File: src/rtl/mux_select_sequencer.sv
// Round-robin select generator for a 4:1 mux: grants one requesting channel
// for DWELL cycles. Define MUX_SEQ_CAPTURE_EN to build the y_smp/smp_valid capture.
module mux_select_sequencer #(
    parameter int DWELL = 4,
    parameter int CW    = 8
) (
    input  logic       clk,
    input  logic       rst_n,
    input  logic       en,
    input  logic [3:0] req,
    input  logic       y_in,
    output logic       s0,
    output logic       s1,
    output logic [3:0] gnt,
    output logic       busy,
    output logic       y_smp,
    output logic       smp_valid
);

    // A dwell of 0 is treated as a single-cycle dwell.
    localparam int            DWELL_EFF = (DWELL < 1) ? 1 : DWELL;
    localparam logic [CW-1:0] CNT_LOAD  = CW'(DWELL_EFF - 1);

    typedef enum logic {
        ST_IDLE = 1'b0,
        ST_HOLD = 1'b1
    } state_t;

    state_t        r_state, w_state_next;
    logic [CW-1:0] r_cnt, w_cnt_next;
    logic [1:0]    r_last, w_last_next;
    logic [1:0]    r_sel, w_sel_next;
    logic [3:0]    r_gnt, w_gnt_next;
    logic          r_busy, w_busy_next;

    logic [3:0]    w_req_rot;
    logic [1:0]    w_offset;
    logic [1:0]    w_winner;
    logic [3:0]    w_winner_oh;
    logic          w_start;
    logic          w_final;

    // Bit gi of w_req_rot is channel last+1+gi, so the previous winner sits at bit 3.
    generate
        for (genvar gi = 0; gi < 4; gi++) begin : g_rot
            assign w_req_rot[gi]   = req[2'(r_last + 2'(gi + 1))];
            assign w_winner_oh[gi] = (w_winner == 2'(gi));
        end
    endgenerate

    always_comb begin
        w_offset = 2'd3;
        if (w_req_rot[0])      w_offset = 2'd0;
        else if (w_req_rot[1]) w_offset = 2'd1;
        else if (w_req_rot[2]) w_offset = 2'd2;
    end

    assign w_winner = 2'(r_last + w_offset + 2'd1);
    assign w_start  = en & (|req);
    assign w_final  = (r_state == ST_HOLD) && (r_cnt == '0);

    always_ff @(posedge clk or negedge rst_n) begin
        if (!rst_n) begin
            r_state <= ST_IDLE;
            r_cnt   <= '0;
            r_last  <= 2'd3;
            r_sel   <= 2'd0;
            r_gnt   <= 4'b0000;
            r_busy  <= 1'b0;
        end else begin
            r_state <= w_state_next;
            r_cnt   <= w_cnt_next;
            r_last  <= w_last_next;
            r_sel   <= w_sel_next;
            r_gnt   <= w_gnt_next;
            r_busy  <= w_busy_next;
        end
    end

    always_comb begin
        w_state_next = r_state;
        w_cnt_next   = r_cnt;
        w_last_next  = r_last;
        w_sel_next   = r_sel;
        w_gnt_next   = r_gnt;
        w_busy_next  = r_busy;
        case (r_state)
            ST_IDLE: begin
                w_gnt_next  = 4'b0000;
                w_busy_next = 1'b0;
                if (w_start) begin
                    w_state_next = ST_HOLD;
                    w_sel_next   = w_winner;
                    w_last_next  = w_winner;
                    w_gnt_next   = w_winner_oh;
                    w_cnt_next   = CNT_LOAD;
                    w_busy_next  = 1'b1;
                end
            end
            ST_HOLD: begin
                if (r_cnt != '0) begin
                    w_cnt_next = r_cnt - CW'(1);
                end else if (w_start) begin
                    // Back-to-back grant: no idle bubble between dwells.
                    w_sel_next  = w_winner;
                    w_last_next = w_winner;
                    w_gnt_next  = w_winner_oh;
                    w_cnt_next  = CNT_LOAD;
                    w_busy_next = 1'b1;
                end else begin
                    w_state_next = ST_IDLE;
                    w_gnt_next   = 4'b0000;
                    w_busy_next  = 1'b0;
                end
            end
            default: begin
                w_state_next = ST_IDLE;
                w_gnt_next   = 4'b0000;
                w_busy_next  = 1'b0;
            end
        endcase
    end

    assign s1   = r_sel[1];
    assign s0   = r_sel[0];
    assign gnt  = r_gnt;
    assign busy = r_busy;

`ifdef MUX_SEQ_CAPTURE_EN
    logic r_y_smp;
    logic r_smp_valid;

    // y_in has been settling for the whole dwell by the final edge.
    always_ff @(posedge clk or negedge rst_n) begin
        if (!rst_n) begin
            r_y_smp     <= 1'b0;
            r_smp_valid <= 1'b0;
        end else begin
            r_smp_valid <= w_final;
            if (w_final) begin
                r_y_smp <= y_in;
            end
        end
    end

    assign y_smp     = r_y_smp;
    assign smp_valid = r_smp_valid;
`else
    logic w_unused_ok;

    assign w_unused_ok = y_in ^ w_final;
    assign y_smp       = 1'b0;
    assign smp_valid   = 1'b0;
`endif

endmodule

File: config.mk
export PLATFORM = sky130hd
export DESIGN_NAME = mux_select_sequencer
export DESIGN_NICKNAME = d
export VERILOG_FILES = /design/src/rtl/mux_select_sequencer.sv
export SDC_FILE = /design/constraint.sdc
export NUM_CORES = 1
export LEC_CHECK = 0
export ABC_AREA = 1
export BUFFER_PORTS_ARGS = -buffer_cell sky130_fd_sc_hd__buf_2
export CAP_MARGIN = 10
export CORE_MARGIN = 2
export CORE_UTILIZATION = 55
export CTS_BUF_LIST = sky130_fd_sc_hd__clkbuf_8
export CTS_CLUSTER_SIZE = 14
export DETAILED_ROUTE_END_ITERATION = 7
export PLACE_DENSITY = 0.78
export SLEW_MARGIN = 20
export SYNTH_ARGS = -nofsm -noshare
export SYNTH_HDL_FRONTEND = slang
export SYNTH_SLANG_ARGS = --single-unit
export TNS_END_PERCENT = 50
File: constraint.sdc
create_clock -name clk -period 5.5 [get_ports clk]
set_input_delay 0.825 -clock clk [delete_from_list [all_inputs] [get_ports clk]]
set_output_delay 0.825 -clock clk [all_outputs]
set_load 0.02 [all_outputs]
# Word level (Yosys, flattened, before mapping)
# Index checks and enable logic that the tools add are counted.
[op_classes]
mul = 0
n_addsub = 6
magnitude_cmp = 3
n_reduce_logical = 3
n_bitwise = 2
shift = 0
div = 0
mux = 26
n_eq_ne = 4
[op_table]
columns = ["operator", "n"]
rows = [
  ["two-way mux 8 bit", 2],
  ["case mux 8 bit (2 select lines)", 1],
  ["two-way mux 2 bit", 6],
  ["< comparator 2 x 3 -> 1 bit (second input constant)", 3],
  ["two-way mux 4 bit", 2],
  ["case mux 2 bit (2 select lines)", 2],
  ["case mux 4 bit (2 select lines)", 1],
  ["nonzero test 8 bit", 1],
  ["subtractor 8 x 1 -> 8 bit (second input constant)", 1],
  ["two-way mux 1 bit", 7],
  ["binary-select mux 1 bit (select 2 bit)", 3],
  ["adder 2 x 1 -> 2 bit (second input constant)", 2],
  ["adder 2 bit (second input constant)", 2],
  ["== test 2 bit (second input constant)", 2],
  ["case mux 1 bit (2 select lines)", 2],
  ["OR reduction 4 bit", 1],
  ["adder 2 bit", 1],
  ["== test 2 x 1 -> 1 bit (second input constant)", 1],
  ["logical NOT 2 bit", 1],
  ["!= test 2 bit (second input constant)", 1],
  ["bitwise AND 1 bit", 1],
  ["inverter 1 bit", 1],
]
[totals]
latchBits = 0
out_inout_bits = 9
elab_cells = 50
reg_bits = 18
mem_bits_ro = 0
in_bits = 8
mem_count = 0
ramBits = 0

# Logic depth before layout (Yosys ltp)
[depth]
word_depth = 12
depth_mapped = 14
mapped_depth_nobuf = 14

# Least setup slack after synthesis
# No wires, ideal clock.
[synth_path]
path_kind = "input-to-reg"
startpoint = "in req[1]"
endpoint = "reg r_sel[1]"
path_buffers = 0
t_arrival_ns = 1.927
path_slack_ns = 3.454
setup_ns = 0.119
cell_stages = 12
required_ns = 5.381
cell_sequence = "inv_1 nand2_1 nand2_1 nor2_1 nor2_2 a21oi_1 a21oi_1 ha_1 xnor2_1 nand3_1 nand3_1 nand2_1"
[synth_between]
elab_chain_len = 10
elab_cells_between_ends = 16
cone_classes = "add/sub: 2; mux: 12; bitwise: 1; reduce/logical: 1"
[synth_rtl]
columns = ["element", "line", "rtl"]
rows = [
  ["from (decl)", "10", "input logic [3:0] req,"],
  ["binary-select mux 1 bit (select 2 bit)", "46", "assign w_req_rot[gi] = req[2'(r_last + 2'(gi + 1))];"],
  ["two-way mux 1 bit (not written as such)", "46", ""],
  ["two-way mux 1 bit", "55", "else if (w_req_rot[2]) w_offset = 2'd2;"],
  ["two-way mux 2 bit", "54", "else if (w_req_rot[1]) w_offset = 2'd1;"],
  ["two-way mux 2 bit", "53", "if (w_req_rot[0]) w_offset = 2'd0;"],
  ["adder 2 bit", "58", "assign w_winner = 2'(r_last + w_offset + 2'd1);"],
  ["adder 2 x 1 -> 2 bit", "58", ""],
  ["two-way mux 2 bit (*)", "91, 103", ""],
  ["two-way mux 2 bit", "101", "if (r_cnt != '0) begin"],
  ["case mux 2 bit (2 select lines) (*)", "87", "case (r_state)"],
  ["to (signal assigned)", "74", "r_sel <= w_sel_next;"],
  ["to (decl)", "32", "logic [1:0] r_sel, w_sel_next;"],
]
# Mark *: on every way between the ends. The rest lies on a longest branch, timed or not. The select of a mux whose other input is x is not followed.
# A chain may end at the register's enable or synchronous reset.

# Final worst setup path
[layout_path]
startpoint = "in req[1]"
endpoint = "reg r_gnt[3], in the netlist gnt[3]"
[layout_between]
elab_chain_len = 11
elab_cells_between_ends = 17
cone_classes = "add/sub: 2; eq/ne: 1; mux: 12; bitwise: 1; reduce/logical: 1"
[layout_rtl]
columns = ["element", "line", "rtl"]
rows = [
  ["binary-select mux 1 bit (select 2 bit)", "46", ""],
  ["two-way mux 1 bit (not written as such)", "46", ""],
  ["two-way mux 1 bit", "55", ""],
  ["two-way mux 2 bit", "54", ""],
  ["two-way mux 2 bit", "53", ""],
  ["adder 2 bit", "58", ""],
  ["adder 2 x 1 -> 2 bit", "58", ""],
  ["== test 2 bit", "47", "assign w_winner_oh[gi] = (w_winner == 2'(gi));"],
  ["two-way mux 4 bit (*)", "91, 103", ""],
  ["two-way mux 4 bit", "101", ""],
  ["case mux 4 bit (2 select lines) (*)", "87", ""],
  ["to (signal assigned)", "75", "r_gnt <= w_gnt_next;"],
  ["to (decl)", "33", "logic [3:0] r_gnt, w_gnt_next;"],
]
# Marks and branches as above.

==> impl_metrics.csv <==
group,metric,value,unit
placed_design,post-place-ws,3.148,ns
drt,drtIter0Drc,23,
power,pwr-share-clk,0.408,
synthesis,syn_area_per_cell,7.624,sq um
sta,final.min_clock_period,2.123,ns
clock_tree,cts_sinks,18,
floorplanning,fp.coreArea,1764,sq um
power,seqPwrFrac,0.504,
synthesis,yosysUniqueCellTypes,25,
clock_tree,cts_buffer_depth,2,
drt,wl_per_cell,12.12,um
placed_design,place_area,1122,sq um
critical_path,endpoint_kind,"flip-flop",
global_route,grt_pass1_vias,870,
sta,skew,0.003856,ns
global_route,grt_usage,0.2221,
drt,drt_drc_violations_left,0,
synthesis,synth_area,1060,sq um
floorplanning,initial_core_util,0.6007,
clock_tree,cts_tree,"built",
status,outcome,"completed",
synthesis,yosysSeqAreaShare,0.4274,
cells_and_area,syn2layout_area_growth,11.10,%
critical_path,worst-r2r-setup-slack,3.38,ns
cells_and_area,layout.cells.most_common_list,"nand2_1 (45), dfrtp_1 (16), inv_1 (15)",
critical_path,timing_worst_setup_path_type,"input port to flip-flop",
clock_tree,cts_hold_buffers,0,
floorplanning,die_x,47.90,um
synthesis,yosys.area.top_type,"dfrtp_1",
placed_design,dp_cells,174,
sta,timing_hold_violations_final,0,
clock_tree,htree_levels,1,
synthesis,synthCells,139,
clock_tree,clk_pin_slew_worst_paths,0.07,ns
power,p_per_area,228.1,nW/um^2
cells_and_area,final_util,0.6674,
floorplanning,rows,15,
power,p_sw_frac,0.2369,
global_route,antenna_found_initial,0,
placed_design,dp_hpwl,1595,um
clock_tree,cts_resized,0,
sta,max_freq,0.4711,GHz
job,drv_cap,0,
clock_tree,clk_latency,0.26,ns
global_route,grt_max_degree,19,
critical_path,cp.arrival,2.27,ns
power,total_power,0.2685,mW
drt,dr_total_vias,942,
clock_tree,post_cts_buffers,0,
critical_path,setup.worst_path.start_class,"input port",
sta,fin_ws,3.377,ns
sta,slew_viol_final,0,
floorplanning,die_h,47.90,um
drt,wl,2158,um
sta,fin_crit_sh,0.3860,
power,comb_power_share,0.088,
clock_tree,cts_root_buffer,"clkbuf_8",
power,ir_worst_vdd,151.5,uV
placed_design,port_buffers,13,
worst_hold_path,hold_class,"input port to asynchronous set/reset pin",
sta,finalSetupViolCount,0,
floorplanning,io_pins,17,
sta,hold_ws,0.4751,ns
cells_and_area,final_common_cell,"nand2_1",
sta,rsz0062_at_grt,"no",
drt,avgViaCountPerCell,5.292,
synthesis,synth_area_leaders,"dfrtp_1 (38%), nand2_1 (16%), inv_1 (5.3%)",
cells_and_area,nets,166,
floorplanning,die-area,2294,sq um
cells_and_area,final_cell_area,1177,sq um
global_route,grt_pass1_wl,3484,um
synthesis,yosys.area.top_type_share,0.3778,
drt,drtAntennaViolNets,0,
global_route,grt_overflow_total,0,
cells_and_area,drive_gt1_frac,0.1895,
power,p_sw,0.06360,mW
clock_tree,cts_buffers,3,
critical_path,crit_path_max_fanout,4,
synthesis,yosys_warnings,0,
power,p_int,0.2049,mW
drt,drt_pass1_iterations,4,
cells_and_area,fin_cells,178,
cells_and_area,diodes,0,
power,cellLeakagePower,0.6207,nW
sta,fin_tns_setup,0,ns
synthesis,ys_ff_latch,18,
placed_design,gp_congestion,0.7458,
critical_path,required,5.65,ns
## final timing paths
check | startpoint | endpoint | cells past startpoint
min | rst_n | r_cnt[1] | 1
max | req[1] | gnt[3] | 13
max in group asynchronous | rst_n | r_last[0] | 1
min reg2reg | gnt[0] | gnt[0] | 2
min in group clk | gnt[0] | gnt[0] | 2
max reg2reg | r_last[1] | gnt[3] | 11
## cell type report
| class | instances | area, sq um |
|---|---|---|
| flip-flops and latches | 18 | 452.9 |
| well taps | 25 | 31.28 |
| repair buffers | 13 | 65.06 |
| inverters | 17 | 63.81 |
| clock buffers | 4 | 55.05 |
| multi-input cells | 101 | 509.2 |
| fillers | 171 | 586.8 |
## state kept, by name, indices dropped and copies added, names as in the netlist
signal and cells:
busy 1, r_last 2, r_cnt 8, gnt 4
r_state 1, r_sel 2
## cells by family after synthesis
logic type | Yosys count | synth area share
other cells | 1 | 0.003539
compound gates | 13 | 0.06375
fa+ha+maj | 4 | 0.04723
flops | 18 | 0.4274
buf+inv | 21 | 0.09562
simple gates | 80 | 0.3459
xor+xnor | 2 | 0.01653
## metal layers
layer / share of wire / vias up / global-route usage
met5: 0 / - / 0
met4: 0.019 / 0 / 0.09730
met3: 0.035 / 7 / 0.03396
met2: 0.50 / 26 / 0.3867
met1: 0.44 / 445 / 0.2703
li1: - / 464 / -
## cells in the mapped netlist
library cell and n:
a21oi_1 5, and2_1 1, buf_4 2, buf_6 2
conb_1 1, dfrtp_1 16, dfstp_2 2, ha_1 4
inv_1 15, inv_2 2, nand2_1 45, nand2_2 1
nand2_4 1, nand3_1 8, nand3b_1 1, nand4_1 5
nor2_1 10, nor2_2 4, nor2_4 2, nor3_1 2
o21ai_0 5, o21ai_1 2, o31ai_1 1, xnor2_1 1
xor2_1 1
## critical path, stage by stage
cell	delay, ns
buf_2	0.09
inv_1	0.08
nand2_1	0.06
nand2_1	0.05
nor2_1	0.04
nor2_2	0.11
a21oi_1	0.05
a21oi_1	0.21
ha_1	0.21
xnor2_1	0.13
nand3_1	0.19
nand4_1	0.15
nand2_1	0.06
## power groups by stage
stage | combinational (mW) | sequential, mW | clock, mW
floorplan | 0.0151 | 0.139 | 0
global placement | 0.0226 | 0.138 | 0
detailed placement | 0.0236 | 0.138 | 0
CTS | 0.0239 | 0.135 | 0.111
global route | 0.0267 | 0.135 | 0.116
finish | 0.0237 | 0.135 | 0.110
Note: power is estimated with default switching activity, not from simulation.
